===== config.mk =====
export PLATFORM = sky130hd
export DESIGN_NAME = mips_ms
export DESIGN_NICKNAME = d
export VERILOG_FILES = /design/src/rtl/mips_defs.sv /design/src/rtl/mips_lane.sv /design/src/rtl/mips_ms.sv
export SDC_FILE = /design/constraint.sdc
export NUM_CORES = 1
export LEC_CHECK = 0
export CORE_MARGIN = 2
export CORE_UTILIZATION = 35
export CTS_BUF_LIST = sky130_fd_sc_hd__clkbuf_4
export CTS_CLUSTER_SIZE = 12
export DETAILED_ROUTE_END_ITERATION = 6
export PLACE_DENSITY = 0.68
export SLEW_MARGIN = 10
export SYNTH_ARGS = -nofsm -noshare
export SYNTH_HDL_FRONTEND = slang
export SYNTH_HIERARCHICAL = 1
export SYNTH_SLANG_ARGS = --single-unit

===== constraint.sdc =====
create_clock -name clock -period 4.6 [get_ports clock]
set_input_delay 0.92 -clock clock [delete_from_list [all_inputs] [get_ports clock]]
set_output_delay 0.92 -clock clock [all_outputs]
set_load 0.005 [all_outputs]

===== src/rtl/mips_defs.sv =====
// Shared MIPS pipeline definitions: load/store size codes and memory-stage state encoding.
// Also used by the decode stage to classify load/store opcodes.
package mips_defs;

   localparam logic [2:0] SZ_B  = 3'b000;
   localparam logic [2:0] SZ_H  = 3'b001;
   localparam logic [2:0] SZ_W  = 3'b011;
   localparam logic [2:0] SZ_BU = 3'b100;
   localparam logic [2:0] SZ_HU = 3'b101;

   typedef enum logic {
      ST_IDLE = 1'b0,
      ST_BUS  = 1'b1
   } ms_state_e;

endpackage


===== src/rtl/mips_lane.sv =====
// Byte-lane steering for aligned byte/half/word accesses: enables, store replication, load extract.
// Purely combinational (zero latency); never back-pressures.
module mips_lane
   import mips_defs::*;
#(
   parameter bit BIG_ENDIAN = 1'b0
) (
   input  logic [2:0]  sz,
   input  logic [1:0]  a,
   input  logic [31:0] T,
   input  logic [31:0] rdata,
   output logic [3:0]  be,
   output logic [31:0] wdata,
   output logic [31:0] ldval,
   output logic        misal
);

   logic [1:0]  lane;
   logic        hi;
   logic [7:0]  b;
   logic [15:0] h;

   always_comb begin
      // Big-endian reverses the lane index; half-word selection flips with it.
      lane  = BIG_ENDIAN ? ~a : a;
      hi    = a[1] ^ BIG_ENDIAN;
      b     = rdata[{lane, 3'b000} +: 8];
      h     = hi ? rdata[31:16] : rdata[15:0];
      be    = 4'b0001 << lane;
      wdata = {4{T[7:0]}};
      ldval = sz[2] ? {24'b0, b} : {{24{b[7]}}, b};
      misal = 1'b0;
      case (sz[1:0])
         SZ_H[1:0]: begin
            be    = hi ? 4'b1100 : 4'b0011;
            wdata = {2{T[15:0]}};
            ldval = sz[2] ? {16'b0, h} : {{16{h[15]}}, h};
            misal = a[0];
         end
         SZ_W[1:0]: begin
            be    = 4'b1111;
            wdata = T;
            ldval = rdata;
            misal = |a;
         end
         default: ;
      endcase
   end

endmodule


===== src/rtl/mips_ms.sv =====
// MIPS I memory-access stage: ALU results write back after 1 edge, loads/stores after >=2 edges.
// stall holds upstream while a bus access is pending and while an aligned ld/st is being captured.
module mips_ms
   import mips_defs::*;
#(
   parameter bit BIG_ENDIAN = 1'b0
) (
   input  logic        clock,
   input  logic        reset,
   input  logic        valid,
   input  logic [31:0] D,
   input  logic [31:0] T,
   input  logic        ld,
   input  logic        st,
   input  logic [2:0]  sz,
   input  logic [4:0]  rd,
   output logic        stall,
   output logic        req,
   output logic        we,
   output logic [31:0] addr,
   output logic [3:0]  be,
   output logic [31:0] wdata,
   input  logic        ack,
   input  logic [31:0] rdata,
   output logic        wb_en,
   output logic [4:0]  wb_reg,
   output logic [31:0] wb_data,
   output logic        adel,
   output logic        ades
);

   ms_state_e   state_q, state_d;
   logic        req_q, req_d, we_q, we_d;
   logic [31:0] addr_q, addr_d, wdata_q, wdata_d, wb_data_q, wb_data_d;
   logic [3:0]  be_q, be_d;
   logic [4:0]  rd_q, rd_d, wb_reg_q, wb_reg_d;
   logic [2:0]  sz_q, sz_d;
   logic [1:0]  a_q, a_d;
   logic        wb_en_q, wb_en_d, adel_q, adel_d, ades_q, ades_d;

   logic [2:0]  lane_sz;
   logic [1:0]  lane_a;
   logic [3:0]  l_be;
   logic [31:0] l_wdata, l_ldval;
   logic        l_misal;

   // While a load is outstanding, extraction must use the captured size and offset.
   assign lane_sz = (state_q == ST_BUS) ? sz_q : sz;
   assign lane_a  = (state_q == ST_BUS) ? a_q  : D[1:0];

   mips_lane #(.BIG_ENDIAN(BIG_ENDIAN)) u_lane (
      .sz    (lane_sz),
      .a     (lane_a),
      .T     (T),
      .rdata (rdata),
      .be    (l_be),
      .wdata (l_wdata),
      .ldval (l_ldval),
      .misal (l_misal)
   );

   always_ff @(posedge clock or posedge reset) begin
      if (reset) begin
         state_q   <= ST_IDLE;
         req_q     <= 1'b0;
         we_q      <= 1'b0;
         addr_q    <= '0;
         be_q      <= '0;
         wdata_q   <= '0;
         rd_q      <= '0;
         sz_q      <= '0;
         a_q       <= '0;
         wb_en_q   <= 1'b0;
         wb_reg_q  <= '0;
         wb_data_q <= '0;
         adel_q    <= 1'b0;
         ades_q    <= 1'b0;
      end else begin
         state_q   <= state_d;
         req_q     <= req_d;
         we_q      <= we_d;
         addr_q    <= addr_d;
         be_q      <= be_d;
         wdata_q   <= wdata_d;
         rd_q      <= rd_d;
         sz_q      <= sz_d;
         a_q       <= a_d;
         wb_en_q   <= wb_en_d;
         wb_reg_q  <= wb_reg_d;
         wb_data_q <= wb_data_d;
         adel_q    <= adel_d;
         ades_q    <= ades_d;
      end
   end

   always_comb begin
      state_d   = state_q;
      req_d     = req_q;
      we_d      = we_q;
      addr_d    = addr_q;
      be_d      = be_q;
      wdata_d   = wdata_q;
      rd_d      = rd_q;
      sz_d      = sz_q;
      a_d       = a_q;
      wb_en_d   = 1'b0;
      wb_reg_d  = wb_reg_q;
      wb_data_d = wb_data_q;
      adel_d    = 1'b0;
      ades_d    = 1'b0;
      stall     = 1'b0;
      case (state_q)
         ST_IDLE: begin
            if (valid) begin
               if (ld | st) begin
                  if (l_misal) begin
                     adel_d = ld;
                     ades_d = st;
                  end else begin
                     stall   = 1'b1;
                     state_d = ST_BUS;
                     req_d   = 1'b1;
                     we_d    = st;
                     addr_d  = {D[31:2], 2'b00};
                     be_d    = l_be;
                     wdata_d = l_wdata;
                     rd_d    = rd;
                     sz_d    = sz;
                     a_d     = D[1:0];
                  end
               end else begin
                  wb_en_d   = (rd != 5'd0);
                  wb_reg_d  = rd;
                  wb_data_d = D;
               end
            end
         end
         ST_BUS: begin
            stall = 1'b1;
            if (ack) begin
               state_d = ST_IDLE;
               req_d   = 1'b0;
               if (!we_q) begin
                  wb_en_d   = (rd_q != 5'd0);
                  wb_reg_d  = rd_q;
                  wb_data_d = l_ldval;
               end
            end
         end
         default: state_d = ST_IDLE;
      endcase
      if (reset) stall = 1'b0;
   end

   assign req     = req_q;
   assign we      = we_q;
   assign addr    = addr_q;
   assign be      = be_q;
   assign wdata   = wdata_q;
   assign wb_en   = wb_en_q;
   assign wb_reg  = wb_reg_q;
   assign wb_data = wb_data_q;
   assign adel    = adel_q;
   assign ades    = ades_q;

endmodule


==> impl_metrics.json, run 1 <==
{
  "seq_area_frac_synth": 0.484,
  "wl_per_cell_um": 18.8,
  "finalSetupTns_ps": 0,
  "cts_made_buffers": 17,
  "hp-class": "reg -> reg",
  "grt_overflow": 0,
  "clk_path_buf_depth": 2,
  "crit_family": "buffers and inverters",
  "holdPathStages": 1,
  "layout.cells.non_filler": 934,
  "antenna_found_initial": 1,
  "cp.arrival_ps": 3060,
  "p_leak_nw": 3.58,
  "utilization": 0.506,
  "pwr_density_cell_mw_per_mm2": 623,
  "num-fill-cells": 1510,
  "track_usage": 0.192,
  "final_nets": 805,
  "crit_buf_inv": 2,
  "htreeDepth": 4,
  "worst-setup-path-type": "reg -> out",
  "reg2regPathDepth": 9,
  "cts_repair_resize_count": 0,
  "dp_cells": 901,
  "clkTransAtPathRegs_ps": 100,
  "finalSetupViolations": 0,
  "crit_slowest_cell": "buf_4",
  "dr.pass1.iters": 4,
  "syn_to_final_growth_pct": 41.8,
  "layout_common_cells": "clkdlybuf4s50_1, mux2_2, dfrtp_1, nand3_1, mux2_1",
  "maxCapViolCount": 0,
  "period_minus_slack_ps": 3980,
  "place_hpwl_mm": 13.2,
  "final-max-slew-violation-count": 0,
  "max_stage_delay_ps": 530,
  "final_antenna_net_count": 0,
  "ir_drop_mv": 0.262,
  "path_max_fanout": 45,
  "crit_path_end_kind": "output pin",
  "ys_seq_elements": 119,
  "timing.hold.ws_ps": 496,
  "drc_errors": 0,
  "maxClockFrequency_ghz": 0.251,
  "finalHoldViolations": 0,
  "first_iter_violations": 215,
  "die_w_um": 137,
  "grt_pass1_wl_mm": 26.9,
  "synthCells": 489,
  "outcome": "completed",
  "total_power_mw": 5.43,
  "cts_hold_buffers": 0,
  "drive_above_1_share": 0.267,
  "cts_setup_buffers": 0,
  "synth_area_mm2": 0.00615,
  "tightestPinTransition_ps": 837,
  "die_area_mm2": 0.0187,
  "path_cells": "buf_4 -> nand2b_1 -> nand2_1 -> a21oi_1 -> nor2_1 -> o21bai_1 -> o21ai_0 -> and2_1 -> clkdlybuf4s50_1",
  "start_util": 0.357,
  "period_share": 0.866,
  "via_per_inst": 4.97,
  "wl_mm": 17.6,
  "cts_tree": "built",
  "slew_headroom": 0.442,
  "fp.coreArea_mm2": 0.0172,
  "final_common_cell": "clkdlybuf4s50_1",
  "multi_input_area_mm2": 0.00289,
  "rows": 48,
  "io_pins": 221,
  "place.gp.congestion": 0.872,
  "dieHeight_um": 137,
  "fin_skew_ps": 10.7,
  "synth_area_per_cell_um2": 12.6,
  "portBuffers": 218,
  "cp.depth": 9,
  "ctsRootBufferMaster": "clkbuf_4",
  "start_kind": "flop",
  "ys_types": 37,
  "rsz0062_at_grt": "false",
  "via_count": 4642,
  "grt_pass1_vias": 4825,
  "grt_max_degree": 65,
  "yosys_warnings": 6,
  "cts_sinks": 119,
  "clkLatencyLatePin_ps": 540,
  "required_ps": 3680,
  "regArea_mm2": 0.00298
}
cell families after synthesis:
logic type             synth area share
buffers and inverters            0.0472
other                          0.000610
AND/OR/NAND/NOR                  0.0708
AO/OA/AOI/OAI                    0.0445
flip-flops                        0.484
multiplexers                      0.353
final timing paths:
check | start | end | slack, ps
worst max-delay path | state_q$_DFF_PP0_ | stall | 620
worst min-delay path | wb_data[13]$_DFFE_PP0P_ | wb_data[13]$_DFFE_PP0P_ | 500
worst max register to register | state_q$_DFF_PP0_ | wb_data[28]$_DFFE_PP0P_ | 1390
worst min register to register | wb_data[13]$_DFFE_PP0P_ | wb_data[13]$_DFFE_PP0P_ | 500
max in group asynchronous | reset | wdata[31]$_DFFE_PP0P_ | 2270
min in group asynchronous | reset | sz_q[0]$_DFFE_PP0P_ | 990
area by class of cell:
cell class / instances / share of cell area
flip-flops and latches: 119 / 0.342
diodes: 1 / 0.000287
well taps: 225 / 0.0323
multi-input cells: 325 / 0.332
inverters: 4 / 0.00215
clock buffers: 21 / 0.0181
repair buffers: 228 / 0.259
clock inverters: 11 / 0.0151
synthesized netlist by cell type (all sizes together):
master / instances / area, um2
a211oi: 1 / 7.51
a21bo: 1 / 10.0
a21boi: 2 / 18.8
a21oi: 17 / 85.1
a22oi: 8 / 60.1
a32oi: 1 / 27.5
and2: 1 / 6.26
and3: 2 / 12.5
buf: 38 / 259
clkbuf: 4 / 16.3
conb: 1 / 3.75
dfrtp: 119 / 2980
inv: 4 / 15.0
mux2: 171 / 1930
mux2i: 24 / 240
nand2: 18 / 83.8
nand2b: 3 / 18.8
nand3: 32 / 160
nand3b: 1 / 7.51
nor2: 19 / 73.8
nor2b: 2 / 12.5
nor3: 2 / 10.0
nor3b: 2 / 15.0
o21ai: 9 / 45.0
o21bai: 1 / 7.51
o22ai: 2 / 12.5
or2: 1 / 6.26
or4: 2 / 15.0
or4b: 1 / 13.8
power by group:
part / internal (mW) / total (mW) / switching [mW]
Combinational: 1.72 / 2.81 / 1.09
Clock: 0.393 / 0.786 / 0.393
Sequential: 1.57 / 1.84 / 0.270
Total: 3.68 / 5.43 / 1.75
per-layer routing:
metal	part of all wire	GRT usage	vias to the layer above
li1	-	-	2171
met1	0.43	0.247	2282
met4	0.030	0.0880	0
met2	0.47	0.294	154
met3	0.070	0.0633	35
met5	0	0	-
stage by stage:
| stage | instance area, um2 | setup WS, ps |
|---|---|---|
| 6_report | 8720 | 618 |
| 5_1_grt | 8720 | 347 |
| 4_1_cts | 8720 | 567 |
| 3_5_place_dp | 8430 | 650 |
| 3_3_place_gp | 8430 | 666 |
| 2_1_floorplan | 6160 | 638 |
(Power assumes the default switching activity.)
==> run 2: changes to the inputs <==
Settings changed: SETUP_SLACK_MARGIN from default to 0.02.
==> results of run 2 <==
Same layout as run 1: the final DEF is identical, and so are final timing and power.
==> run 3: changes to the inputs <==
Settings changed: CELL_PAD_IN_SITES_DETAIL_PLACEMENT from default to 1, CELL_PAD_IN_SITES_GLOBAL_PLACEMENT from default to 1, CORE_UTILIZATION 35 to 33, PLACE_DENSITY 0.68 to default, PLACE_DENSITY_LB_ADDON from default to 0.1.
==> impl_metrics.json, run 3 (same netlist as run 1, synthesis figures left out) <==
{
  "syn_to_final_growth_pct": 41.8,
  "cts_hold_buffers": 0,
  "via_per_inst": 4.92,
  "antenna_found_initial": 1,
  "finalSetupTns_ps": 0,
  "drive_above_1_share": 0.270,
  "hp-class": "reg -> reg",
  "cts_tree": "built",
  "max_stage_delay_ps": 490,
  "clkTransAtPathRegs_ps": 100,
  "final_antenna_net_count": 0,
  "dr_wl_met2_mm": 8.67,
  "dieHeight_um": 141,
  "die_area_mm2": 0.0197,
  "rows": 49,
  "period_share": 0.863,
  "pwr_density_cell_mw_per_mm2": 622,
  "start_util": 0.339,
  "first_iter_violations": 142,
  "outcome": "completed",
  "portBuffers": 218,
  "grt_overflow": 0,
  "cts_sinks": 119,
  "path_cells": "clkdlybuf4s50_1 -> mux2_2 -> inv_1 -> nor2_1 -> o21bai_1 -> o21ai_0 -> and2_1 -> clkdlybuf4s50_1",
  "path_max_fanout": 9,
  "cts_setup_buffers": 0,
  "io_pins": 221,
  "final_nets": 805,
  "ir_drop_mv": 0.215,
  "grt_pass1_vias": 5159,
  "total_power_mw": 5.43,
  "cts_made_buffers": 17,
  "required_ps": 3680,
  "ctsRootBufferMaster": "clkbuf_4",
  "slew_headroom": 0.462,
  "via_count": 4608,
  "drc_errors": 0,
  "final_common_cell": "clkdlybuf4s50_1",
  "grt_pass1_wl_mm": 29.7,
  "period_minus_slack_ps": 3970,
  "maxCapViolCount": 0,
  "crit_path_end_kind": "output pin",
  "rsz0062_at_grt": "false",
  "final-max-slew-violation-count": 0,
  "wl_per_cell_um": 19.7,
  "finalHoldViolations": 0,
  "die_w_um": 141,
  "clk_path_buf_depth": 2,
  "maxUsedRoutingLayer": "met4",
  "finalSetupViolations": 0,
  "met1Wirelength_mm": 8.23,
  "worst-setup-path-type": "in -> out",
  "grt_max_degree": 63,
  "dpl-instance-area_mm2": 0.00843,
  "cpMostUsedCell": "clkdlybuf4s50_1",
  "wl_mm": 18.4,
  "track_usage": 0.194,
  "layout_common_cells": "clkdlybuf4s50_1, mux2_2, dfrtp_1, nand3_1, mux2_1",
  "maxClockFrequency_ghz": 0.252,
  "finalInstanceArea_mm2": 0.00872,
  "fin_skew_ps": 17.1,
  "utilization": 0.481,
  "place_hpwl_mm": 13.7,
  "fp.coreArea_mm2": 0.0181,
  "crit_slowest_cell": "clkdlybuf4s50_1",
  "place.gp.congestion": 0.797,
  "dr_wl_met3_mm": 1.22,
  "clkLatencyLatePin_ps": 530,
  "dr.pass1.iters": 6,
  "tightestPinTransition_ps": 808,
  "p_leak_nw": 3.59,
  "start_kind": "input pin",
  "cp.arrival_ps": 3050,
  "cts_repair_resize_count": 0,
  "htreeDepth": 4
}
-- run 3: path summary, 6_finish.rpt --
path	startpoint	to	slack, ps	cells after the start
worst min-delay path	wb_data[4]$_DFFE_PP0P_	wb_data[4]$_DFFE_PP0P_	490	1
worst max register to register	state_q$_DFF_PP0_	wb_data[25]$_DFFE_PP0P_	1390	9
min in group asynchronous	reset	we$_DFFE_PP0P_	1010	3
max in group asynchronous	reset	wb_data[1]$_DFFE_PP0P_	2250	4
worst min register to register	wb_data[4]$_DFFE_PP0P_	wb_data[4]$_DFFE_PP0P_	490	1
worst max-delay path	sz[0]	stall	630	8
-- run 3: per-stage QoR --
step / hold WS [ps] / setup WS [ps] / instances
2_1_floorplan: 475 / 638 / 490
3_3_place_gp: 467 / 597 / 905
3_5_place_dp: 475 / 579 / 905
4_1_cts: 500 / 576 / 936
5_1_grt: 525 / 410 / 937
6_report: 494 / 628 / 937
-- run 3: report_power, final --
group          internal, mW  leakage (nW)  switching (mW)
logic                  1.72          2.02            1.08
registers              1.57          1.41           0.272
clock network         0.393         0.159           0.393
-- run 3: cell type report --
type	instances	area, um2
Antenna cell	1	2.50
Clock buffer	21	158
Clock inverter	10	130
Fill cell	1925	9420
Inverter	4	18.8
Multi-Input combinational cell	325	2890
Sequential cell	119	2980
Tap cell	229	287
Timing Repair Buffer	228	2260
-- run 3: layer usage --
metal	global-route usage	vias up
li1	-	2165
met1	0.253	2286
met5	0	-
met4	0.0642	0
met2	0.309	138
met3	0.0591	19
-- run 3: worst max-delay path: cells and delay by family --
family	cells	cell delay (ps)
buffers and inverters	3	1130
AND/OR/NAND/NOR	2	280
multiplexers	1	280
AO/OA/AOI/OAI	2	430
